[src/rtl/mlp_mac_argmax_if.sv]
// Beat input, score output and run-status bundle for the two-layer MAC/argmax stage.
// The master side feeds tagged beats; the slave side (the datapath) reports scores and status.
`timescale 1ns/1ps
interface mlp_mac_argmax_if #(
  parameter int DW = 8,
  parameter int OW = 36
);
  logic                 start;
  logic                 in_valid;
  logic [3:0]           q_idx;
  logic [7:0]           n_idx;
  logic [3:0]           i_idx;
  logic signed [DW-1:0] x_in;
  logic signed [DW-1:0] w1_in;
  logic signed [DW-1:0] w2_in;
  logic                 score_valid;
  logic [3:0]           score_idx;
  logic signed [OW-1:0] score;
  logic [3:0]           class_idx;
  logic signed [OW-1:0] class_score;
  logic                 done;
  logic                 busy;
  logic                 err;

  modport master (
    output start, in_valid, q_idx, n_idx, i_idx, x_in, w1_in, w2_in,
    input  score_valid, score_idx, score, class_idx, class_score, done, busy, err
  );

  modport slave (
    input  start, in_valid, q_idx, n_idx, i_idx, x_in, w1_in, w2_in,
    output score_valid, score_idx, score, class_idx, class_score, done, busy, err
  );
endinterface

[src/rtl/mlp_mac_argmax.sv]
// Two-layer MLP datapath: per output class, ReLU hidden sums weighted into a score,
// followed by a running argmax over the emitted scores.
//
// state  | meaning
// S_IDLE | after reset, waiting for start; beats ignored
// S_RUN  | accepting in-order beats, pipeline active (busy)
// S_DONE | all scores emitted, class result held (done)
`timescale 1ns/1ps
module mlp_mac_argmax #(
  parameter int DW = 8,
  parameter int NQ = 8,
  parameter int NN = 200,
  parameter int NI = 10,
  parameter int OW = 36
) (
  input  logic            clk,
  input  logic            rst,
  mlp_mac_argmax_if.slave bus
);
  localparam int PW = 2 * DW;
  localparam int HW = 2 * DW + 4;
  localparam logic [3:0] Q_LAST = 4'(NQ);
  localparam logic [7:0] N_LAST = 8'(NN);
  localparam logic [3:0] I_LAST = 4'(NI);

  typedef enum logic [1:0] {S_IDLE, S_RUN, S_DONE} state_t;
  state_t state, state_nx;

  logic [3:0] exp_q, exp_i;
  logic [7:0] exp_n;
  logic       beat_live, tuple_ok, accept;
  logic       err_r;

  logic                 v1, q_first1, q_last1, n_first1, n_last1;
  logic [3:0]           i1;
  logic signed [PW-1:0] p1;
  logic signed [DW-1:0] w2_1;

  logic                 v2, n_first2, n_last2;
  logic [3:0]           i2;
  logic signed [HW-1:0] hacc, h_sum, h_relu, h2;
  logic signed [DW-1:0] w2_2;

  logic                 v3;
  logic [3:0]           i3;
  logic signed [OW-1:0] sacc, prod2;

  logic                 sv_r;
  logic [3:0]           sidx_r;
  logic signed [OW-1:0] score_r;
  logic [3:0]           max_idx;
  logic signed [OW-1:0] max_score;

  always_ff @(posedge clk or negedge rst) begin
    if (!rst) state <= S_IDLE;
    else      state <= state_nx;
  end

  always_comb begin
    state_nx = state;
    if (bus.start)
      state_nx = S_RUN;
    else if (state == S_RUN && sv_r && sidx_r == I_LAST)
      state_nx = S_DONE;
  end

  assign bus.busy = (state == S_RUN);
  assign bus.done = (state == S_DONE);

  assign beat_live = bus.in_valid && (state == S_RUN) && !bus.start;
  assign tuple_ok  = (bus.q_idx == exp_q) && (bus.n_idx == exp_n) && (bus.i_idx == exp_i);
  assign accept    = beat_live && tuple_ok;

  // Expected tuple walks q fastest, then n, then i.
  always_ff @(posedge clk or negedge rst) begin
    if (!rst) begin
      exp_q <= 4'd1;
      exp_n <= 8'd1;
      exp_i <= 4'd1;
    end else if (bus.start) begin
      exp_q <= 4'd1;
      exp_n <= 8'd1;
      exp_i <= 4'd1;
    end else if (accept) begin
      if (exp_q == Q_LAST) begin
        exp_q <= 4'd1;
        if (exp_n == N_LAST) begin
          exp_n <= 8'd1;
          exp_i <= exp_i + 4'd1;
        end else begin
          exp_n <= exp_n + 8'd1;
        end
      end else begin
        exp_q <= exp_q + 4'd1;
      end
    end
  end

  always_ff @(posedge clk or negedge rst) begin
    if (!rst)                       err_r <= 1'b0;
    else if (bus.start)             err_r <= 1'b0;
    else if (beat_live && !tuple_ok) err_r <= 1'b1;
  end
  assign bus.err = err_r;

  always_ff @(posedge clk or negedge rst) begin
    if (!rst) begin
      v1 <= 1'b0; q_first1 <= 1'b0; q_last1 <= 1'b0;
      n_first1 <= 1'b0; n_last1 <= 1'b0; i1 <= '0; p1 <= '0; w2_1 <= '0;
    end else begin
      v1 <= accept;
      if (accept) begin
        p1       <= PW'(bus.x_in) * PW'(bus.w1_in);
        q_first1 <= (bus.q_idx == 4'd1);
        q_last1  <= (bus.q_idx == Q_LAST);
        n_first1 <= (bus.n_idx == 8'd1);
        n_last1  <= (bus.n_idx == N_LAST);
        i1       <= bus.i_idx;
        if (bus.q_idx == Q_LAST) w2_1 <= bus.w2_in;
      end
    end
  end

  assign h_sum  = q_first1 ? HW'(p1) : hacc + HW'(p1);
  assign h_relu = h_sum[HW-1] ? '0 : h_sum;

  always_ff @(posedge clk or negedge rst) begin
    if (!rst) begin
      v2 <= 1'b0; hacc <= '0; h2 <= '0; w2_2 <= '0;
      n_first2 <= 1'b0; n_last2 <= 1'b0; i2 <= '0;
    end else begin
      v2 <= v1 && q_last1 && !bus.start;
      if (v1) begin
        hacc <= h_sum;
        if (q_last1) begin
          h2       <= h_relu;
          w2_2     <= w2_1;
          n_first2 <= n_first1;
          n_last2  <= n_last1;
          i2       <= i1;
        end
      end
    end
  end

  assign prod2 = OW'(h2) * OW'(w2_2);

  always_ff @(posedge clk or negedge rst) begin
    if (!rst) begin
      v3 <= 1'b0; sacc <= '0; i3 <= '0;
    end else begin
      v3 <= v2 && n_last2 && !bus.start;
      if (v2) begin
        sacc <= n_first2 ? prod2 : sacc + prod2;
        i3   <= i2;
      end
    end
  end

  always_ff @(posedge clk or negedge rst) begin
    if (!rst) begin
      sv_r <= 1'b0; sidx_r <= '0; score_r <= '0;
    end else begin
      sv_r <= v3 && !bus.start;
      if (v3) begin
        score_r <= sacc;
        sidx_r  <= i3;
      end
    end
  end
  assign bus.score_valid = sv_r;
  assign bus.score_idx   = sidx_r;
  assign bus.score       = score_r;

  // Strict greater-than keeps the lowest class index on ties.
  always_ff @(posedge clk or negedge rst) begin
    if (!rst) begin
      max_idx <= '0; max_score <= '0;
    end else if (bus.start) begin
      max_idx <= '0; max_score <= '0;
    end else if (sv_r && state == S_RUN) begin
      if (sidx_r == 4'd1 || score_r > max_score) begin
        max_idx   <= sidx_r;
        max_score <= score_r;
      end
    end
  end
  assign bus.class_idx   = max_idx;
  assign bus.class_score = max_score;
endmodule

[src/flat_wrapper.sv]
// flat-port wrapper written by rule: the top's interface ports become plain ports
module mlp_mac_argmax_flat 
#(
  parameter int DW = 8,
  parameter int NQ = 8,
  parameter int NN = 200,
  parameter int NI = 10,
  parameter int OW = 36
)
  (clk, rst, bus_start, bus_in_valid, bus_q_idx, bus_n_idx, bus_i_idx, bus_x_in, bus_w1_in, bus_w2_in, bus_score_valid, bus_score_idx, bus_score, bus_class_idx, bus_class_score, bus_done, bus_busy, bus_err);
  mlp_mac_argmax_if #(.DW(DW), .OW(OW)) bus_i ();
  input  logic clk;
  input  logic rst;
  input wire logic [$bits(bus_i.start)-1:0] bus_start;
  input wire logic [$bits(bus_i.in_valid)-1:0] bus_in_valid;
  input wire logic [$bits(bus_i.q_idx)-1:0] bus_q_idx;
  input wire logic [$bits(bus_i.n_idx)-1:0] bus_n_idx;
  input wire logic [$bits(bus_i.i_idx)-1:0] bus_i_idx;
  input wire logic [$bits(bus_i.x_in)-1:0] bus_x_in;
  input wire logic [$bits(bus_i.w1_in)-1:0] bus_w1_in;
  input wire logic [$bits(bus_i.w2_in)-1:0] bus_w2_in;
  output wire logic [$bits(bus_i.score_valid)-1:0] bus_score_valid;
  output wire logic [$bits(bus_i.score_idx)-1:0] bus_score_idx;
  output wire logic [$bits(bus_i.score)-1:0] bus_score;
  output wire logic [$bits(bus_i.class_idx)-1:0] bus_class_idx;
  output wire logic [$bits(bus_i.class_score)-1:0] bus_class_score;
  output wire logic [$bits(bus_i.done)-1:0] bus_done;
  output wire logic [$bits(bus_i.busy)-1:0] bus_busy;
  output wire logic [$bits(bus_i.err)-1:0] bus_err;
  assign bus_i.start = bus_start;
  assign bus_i.in_valid = bus_in_valid;
  assign bus_i.q_idx = bus_q_idx;
  assign bus_i.n_idx = bus_n_idx;
  assign bus_i.i_idx = bus_i_idx;
  assign bus_i.x_in = bus_x_in;
  assign bus_i.w1_in = bus_w1_in;
  assign bus_i.w2_in = bus_w2_in;
  assign bus_score_valid = bus_i.score_valid;
  assign bus_score_idx = bus_i.score_idx;
  assign bus_score = bus_i.score;
  assign bus_class_idx = bus_i.class_idx;
  assign bus_class_score = bus_i.class_score;
  assign bus_done = bus_i.done;
  assign bus_busy = bus_i.busy;
  assign bus_err = bus_i.err;
  mlp_mac_argmax #(.DW(DW), .NQ(NQ), .NN(NN), .NI(NI), .OW(OW)) u_core (.clk(clk), .rst(rst), .bus(bus_i));
endmodule
[config.mk]
export PLATFORM = sky130hd
export DESIGN_NAME = mlp_mac_argmax_flat
export DESIGN_NICKNAME = d
export VERILOG_FILES = /design/src/rtl/mlp_mac_argmax_if.sv /design/src/rtl/mlp_mac_argmax.sv /design/src/flat_wrapper.sv
export SDC_FILE = /design/constraint.sdc
export NUM_CORES = 1
export LEC_CHECK = 0
export BUFFER_PORTS_ARGS = -buffer_cell sky130_fd_sc_hd__buf_2
export CAP_MARGIN = 20
export CORE_MARGIN = 2
export CORE_UTILIZATION = 25
export DETAILED_ROUTE_END_ITERATION = 7
export GPL_TIMING_DRIVEN = 0
export PLACE_DENSITY = 0.41
export SLEW_MARGIN = 20
export SYNTH_ARGS = -nofsm -noshare
export SYNTH_HDL_FRONTEND = slang
export SYNTH_SLANG_ARGS = --single-unit
[constraint.sdc]
create_clock -name clk -period 19.3 [get_ports clk]
set_clock_uncertainty 0.1 [all_clocks]
set_input_delay 1.93 -clock clk [delete_from_list [all_inputs] [get_ports clk]]
set_output_delay 1.93 -clock clk [all_outputs]
set_load 0.05 [all_outputs]
==> flow_summary.ini, run 1 <==
[final_layout]
finalInstanceArea_sq_um = 24570
final_common_cell = inv_1
synthToLayoutAreaGrowth_pct = 14.69
area.sequential_sq_um = 5709
layout_common_cells = inv_1 (292), nand2_1 (251), dfrtp_1 (225), ha_1 (192)
final_util_pct = 28.90
drive_above_1_share_pct = 11.35
nets = 2887
fill_cells = 9017
multi_input_area_sq_um = 14230

[placement]
dpl-instance-area_sq_um = 23580
hpwl_microns = 50220
pre_cts_ws_ns = 10.66
port_buffers = 126
gp_congestion = 0.8459

[timing]
tightest_slew_ns = 0.8511
period_needed_ns = 8.736
fin_ws_ns = 10.56
max_slew_margin_pct = 43.26
finalCritPeriodShare_pct = 45.26
fin_tns_setup_ns = 0
setup_viol = 0
hold_viol = 0
drv_slew = 0
max_freq_mhz = 114.5
rsz0062_at_grt = no

[synth]
syn_avg_cell_area_sq_um = 9.194
yosysSeqAreaShare_pct = 26.65
syn-num-nets = 2726
synthCells = 2330
synth_async_sr_flop_share_pct = 100.0
synthesis.area_sq_um = 21420
ys_ff_latch = 228
ys.flop_type = dfrtp_1
synth_edf_count = 0
yosysUniqueCellTypes = 83
yosys_warnings = 0

[power_and_ir_drop]
powerDensity_nw_per_um2 = 54.82
power_mw = 1.347
vdd_drop_max_mv = 0.05427
leakage_nw = 12.22

[setup_path]
slowest_delay_ns = 0.75
crit_path_end_kind = register
critPathLaunchType = register
critical_path_class = reg -> reg
cpMostUsedCell = fa_1
path_max_fanout = 13
crit_arrival_ns = 9.05
worst_ep_required_time_ns = 19.62
crit_slowest_cell = o41ai_1

[cts]
htreeDepth = 1
clockBufferDepth = 3
numCtsBuffers = 30
cts_resized = 0
cts_sinks = 228
cts_tree = done
path_clk_slew_ns = 0.06
clock_latency_ns = 0.58
ctsHoldBuffers = 0
cts_setup_buffers = 0
clockRootBuffer = clkbuf_16

[routing]
ant_nets = 0
drt_iter0_markers = 668
routed_via_density = 4.648
routed_wl_microns = 62570
drc = 0
via_count = 17010
drt-pass1-iter-count = 5
wire_per_inst_microns = 17.10

[floorplan]
pin_count = 128
dieArea_sq_um = 88050
coreArea_sq_um = 85010
start_util_pct = 25.20
die_w_microns = 296.7
die_h_microns = 296.7
rows = 107

[global_route]
grt_overflow = 0
grt_max_degree = 80
antenna_found_initial = 2
grt_usage_pct = 14.21
grt_pass1_wl_microns = 101300
grt_pass1_vias = 17960

[job]
max_cap_viol_count = 0

[worst_hold_path]
hold_class = reg -> reg

[status]
outcome = complete, no violations
==> logic make-up after synthesis <==
logic type	count (synthesis)	share of synthesized area, %
muxes	130	6.524
buffers and inverters	386	6.909
DFF	228	26.65
xor gates and xnor gates	85	3.545
and+or+nand+nor	730	17.04
adders and majority gates	352	26.17
AOI/OAI and AO/OA	419	13.16
==> worst max-delay path: cells and delay by family (launching register included) <==
family	cells	cell delay, ns
AOI/OAI and AO/OA	6	1.98
adders and majority gates	6	2.87
buffers and inverters	6	1.58
and+or+nand+nor	8	1.48
DFF	1	0.55
==> power breakdown <==
| part | total (mW) | switching (mW) | internal, mW |
|---|---|---|---|
| logic | 0.292 | 0.164 | 0.128 |
| registers | 0.491 | 0.00696 | 0.484 |
| clock network | 0.564 | 0.220 | 0.344 |
| total | 1.35 | 0.391 | 0.956 |
==> cells in the mapped netlist (7+ instances only) <==
| cell type | instances | area, sq um |
|---|---|---|
| and2_1 | 160 | 1001 |
| o21bai_1 | 7 | 52.55 |
| xor2_1 | 46 | 402.9 |
| nand4_1 | 21 | 131.4 |
| o211ai_1 | 7 | 52.55 |
| dfrtp_1 | 225 | 5630 |
| mux2_2 | 74 | 833.3 |
| a21oi_1 | 109 | 545.5 |
| nand2_1 | 251 | 942.2 |
| nor3b_1 | 12 | 90.09 |
| o31ai_1 | 23 | 172.7 |
| o221ai_1 | 9 | 78.83 |
| nand2b_1 | 21 | 131.4 |
| xnor2_1 | 38 | 332.8 |
| nor3_1 | 23 | 115.1 |
| o21ai_0 | 80 | 400.4 |
| nor4_1 | 10 | 62.56 |
| clkbuf_1 | 81 | 304.0 |
| a31oi_1 | 12 | 75.07 |
| a221oi_1 | 9 | 78.83 |
| o21a_1 | 13 | 97.59 |
| or2_2 | 10 | 62.56 |
| inv_1 | 292 | 1096 |
| fa_1 | 160 | 3203 |
| mux2i_1 | 55 | 550.5 |
| and4_1 | 8 | 70.07 |
| ha_1 | 192 | 2402 |
| a211oi_1 | 20 | 150.1 |
| nor2b_1 | 17 | 106.4 |
| nand3_1 | 26 | 130.1 |
| and3_1 | 14 | 87.58 |
| nor2_1 | 134 | 503.0 |
| a21o_1 | 49 | 367.9 |
==> layer usage <==
metal	vias up	GRT usage, %	routed length [microns]
li1	8192	-	-
met1	8464	18.84	28950
met2	275	24.89	30430
met3	79	1.309	1872
met4	0	3.263	1313
met5	-	0	0
==> through the flow <==
| step | hold WS, ns | cells |
|---|---|---|
| 2_1_floorplan | 0.3429 | 2330 |
| 3_3_place_gp | 0.3744 | 3600 |
| 3_5_place_dp | 0.3806 | 3603 |
| 4_1_cts | 0.3932 | 3656 |
| 5_1_grt | 0.4205 | 3656 |
| 6_report | 0.3873 | 3660 |
==> flip-flops by register name (all words and copies together) (netlist names), 16 cells and up <==
register / count
u_core.bus.class_score: 36
u_core.bus.score: 36
u_core.h2: 19
u_core.hacc: 20
u_core.p1: 16
u_core.sacc: 36
==> final timing paths <==
check,start,end,slack (ns),cells past startpoint
min in group asynchronous,rst,u_core.w2_2[5]$_DFFE_PN0P_,1.12,1
setup / recovery,u_core.w2_2[7]$_DFFE_PN0P_,u_core.sacc[33]$_DFFE_PN0P_,10.56,26
setup reg to reg,u_core.w2_2[7]$_DFFE_PN0P_,u_core.sacc[33]$_DFFE_PN0P_,10.56,26
hold / removal,u_core.n_last1$_DFFE_PN0P_,u_core.n_last1$_DFFE_PN0P_,0.39,2
hold reg to reg,u_core.n_last1$_DFFE_PN0P_,u_core.n_last1$_DFFE_PN0P_,0.39,2
max in group asynchronous,rst,u_core.h2[15]$_DFFE_PN0P_,16.55,4
==> layout make-up <==
cell class / instances / share of cell area, %
clock inverters: 7 / 0.4940
inverters: 294 / 4.492
diodes: 4 / 0.04074
well taps: 1144 / 5.826
multi-input cells: 1716 / 57.93
clock buffers: 46 / 3.504
repair buffers: 129 / 2.943
plain buffers: 92 / 1.533
flip-flops and latches: 228 / 23.24
Note: power is estimated with default switching activity, not from simulation.
==> inputs of run 2 (changes only) <==
--- a/config.mk
+++ b/config.mk
@@ -11,7 +11,7 @@
 export CORE_UTILIZATION = 25
 export DETAILED_ROUTE_END_ITERATION = 7
 export GPL_TIMING_DRIVEN = 0
-export PLACE_DENSITY = 0.41
+export PLACE_DENSITY = 0.42
 export SLEW_MARGIN = 20
 export SYNTH_ARGS = -nofsm -noshare
 export SYNTH_HDL_FRONTEND = slang
==> constraint.sdc (replaced) <==
create_clock -name clk -period 7.15 [get_ports clk]
set_clock_uncertainty 0.1 [all_clocks]
set_input_delay 0.715 -clock clk [delete_from_list [all_inputs] [get_ports clk]]
set_output_delay 0.715 -clock clk [all_outputs]
set_load 0.05 [all_outputs]
==> flow_summary.ini, run 2 (synthesis results as in run 1) <==
[cts]
numCtsBuffers = 30
cts_sinks = 228
cts_tree = done
path_clk_slew_ns = 0.06
clockBufferDepth = 3
clock_latency_ns = 0.59
clockRootBuffer = clkbuf_16
htreeDepth = 1

[setup_path]
reg2reg_slack_ns = 0.23
crit_arrival_ns = 7.26
worst_ep_required_time_ns = 7.49
critical_path_class = reg -> reg
critPathLaunchType = register
crit_path_end_kind = register
path_max_fanout = 6

[routing]
drt-pass1-iter-count = 5
ant_nets = 0
drt_iter0_markers = 713
via_count = 17010
wire_per_inst_microns = 17.16
drc = 0
routed_via_density = 4.646
routed_wl_microns = 62860

[floorplan]
coreArea_sq_um = 85010
die_h_microns = 296.7
rows = 107
dieArea_sq_um = 88050
pin_count = 128
die_w_microns = 296.7
start_util_pct = 25.20

[job]
max_cap_viol_count = 0

[power_and_ir_drop]
p_sw_mw = 1.071
leakage_nw = 12.37
p_clk_share_pct = 42.8
p_int_mw = 2.604
switching_share_pct = 29.14
vdd_drop_max_mv = 0.1648
powerDensity_nw_per_um2 = 145.7
p_seq_share_pct = 36.1
pwr-share-comb_pct = 21.1

[timing]
max_freq_mhz = 144.6
tightest_slew_ns = 0.8804
finalCritPeriodShare_pct = 96.75
period_needed_ns = 6.917
setup_viol = 0
fin_tns_setup_ns = 0
hold_viol = 0
max_slew_margin_pct = 41.30
drv_slew = 0

[global_route]
grt_pass1_vias = 17910
antenna_found_initial = 1
grt_usage_pct = 14.07
grt_pass1_wl_microns = 100700
grt_max_degree = 82
grt_overflow = 0

[final_layout]
finalInstanceArea_sq_um = 25230
drive_above_1_share_pct = 15.77
layout_common_cells = inv_1 (291), nand2_1 (250), dfrtp_1 (212), ha_1 (174)
nets = 2890
fill_cells = 9015
synthToLayoutAreaGrowth_pct = 17.75
final_common_cell = inv_1
stdcell_count = 3662

[placement]
port_buffers = 126
hpwl_microns = 50070
dpl.cell_count = 3603
dpl-instance-area_sq_um = 23580
gp_congestion = 0.8565

[status]
outcome = complete, no violations

[worst_hold_path]
hold_class = in -> reg
run 2: power groups by stage:
stage / clock (mW) / sequential, mW / combinational, mW
2_1_floorplan: 0 / 1.34 / 0.581
3_3_place_gp: 0 / 1.35 / 0.779
3_5_place_dp: 0 / 1.35 / 0.798
4_1_cts: 1.63 / 1.33 / 0.803
5_1_grt: 1.67 / 1.33 / 0.904
6_report: 1.57 / 1.33 / 0.777
run 2: worst max-delay path, cell delays in order, from the launching register on:
cell and delay [ns]:
dfrtp_2 0.41, clkinvlp_4 0.13, buf_4 0.19, nor2_1 0.16
fa_1 0.46, fa_1 0.49, fa_1 0.52, inv_1 0.06
fa_1 0.53, inv_1 0.04, ha_2 0.37, and4_2 0.29
nand4_1 0.24, a21oi_4 0.29, buf_4 0.17, xor2_4 0.22
ha_4 0.26, and3_2 0.23, a311oi_2 0.43, a21oi_4 0.13
o311a_4 0.43, a21oi_2 0.21, xnor2_1 0.08, a221o_1 0.32
run 2: layer usage:
| layer | wire, microns | part of all wire [%] | vias up | GRT usage [%] |
|---|---|---|---|---|
| li1 | - | - | 8183 | - |
| met1 | 28940 | 46 | 8533 | 18.43 |
| met2 | 30990 | 49 | 225 | 24.78 |
| met3 | 1496 | 2.4 | 73 | 1.309 |
| met4 | 1432 | 2.3 | 0 | 3.553 |
| met5 | 0 | 0 | - | 0 |
run 2: final cells by class:
class | instances | area, sq um | area share (%)
Timing Repair Buffer | 148 | 868.3 | 3.442
Tap cell | 1144 | 1431 | 5.674
Multi-Input combinational cell | 1716 | 14690 | 58.24
Inverter | 294 | 1107 | 4.390
Antenna cell | 1 | 2.502 | 0.009920
Sequential cell | 228 | 5725 | 22.70
Clock buffer | 36 | 813.3 | 3.224
Clock inverter | 19 | 222.7 | 0.8829
Buffer | 76 | 362.8 | 1.438
run 2: path summary, 6_finish.rpt:
path	depth (start not counted)	from	to
hold / removal	2	bus_w2_in[3]	u_core.w2_1[3]$_DFFE_PN0P_
hold reg to reg	2	u_core.n_last1$_DFFE_PN0P_	u_core.n_last1$_DFFE_PN0P_
setup / recovery	23	u_core.w2_2[7]$_DFFE_PN0P_	u_core.sacc[26]$_DFFE_PN0P_
setup reg to reg	23	u_core.w2_2[7]$_DFFE_PN0P_	u_core.sacc[26]$_DFFE_PN0P_
max in group asynchronous	5	rst	u_core.h2[13]$_DFFE_PN0P_
min in group asynchronous	2	rst	u_core.w2_2[6]$_DFFE_PN0P_
run 2: what timing repair did:
action | in CTS | in global routing
buffers inserted | 5 | 13
endpoints found under the hold margin | 20 | 0
setup endpoints to repair | 21 | 17
gates resized for setup | 53 | 85
pin swaps | 8 | 33
hold buffers | 1 | 0
run 2: metrics by stage:
stage	power [mW]	worst slack, ns	hold slack (ns)	utilization (%)
5_1_grt	3.906	-0.03205	0.2825	29.67
3_5_place_dp	2.147	-1.508	0.3850	27.73
4_1_cts	3.757	0.01818	0.2650	29.20
2_1_floorplan	1.924	0.1761	0.3194	-
6_report	3.674	0.2327	0.2863	29.67
3_3_place_gp	2.127	-1.477	0.3766	27.63
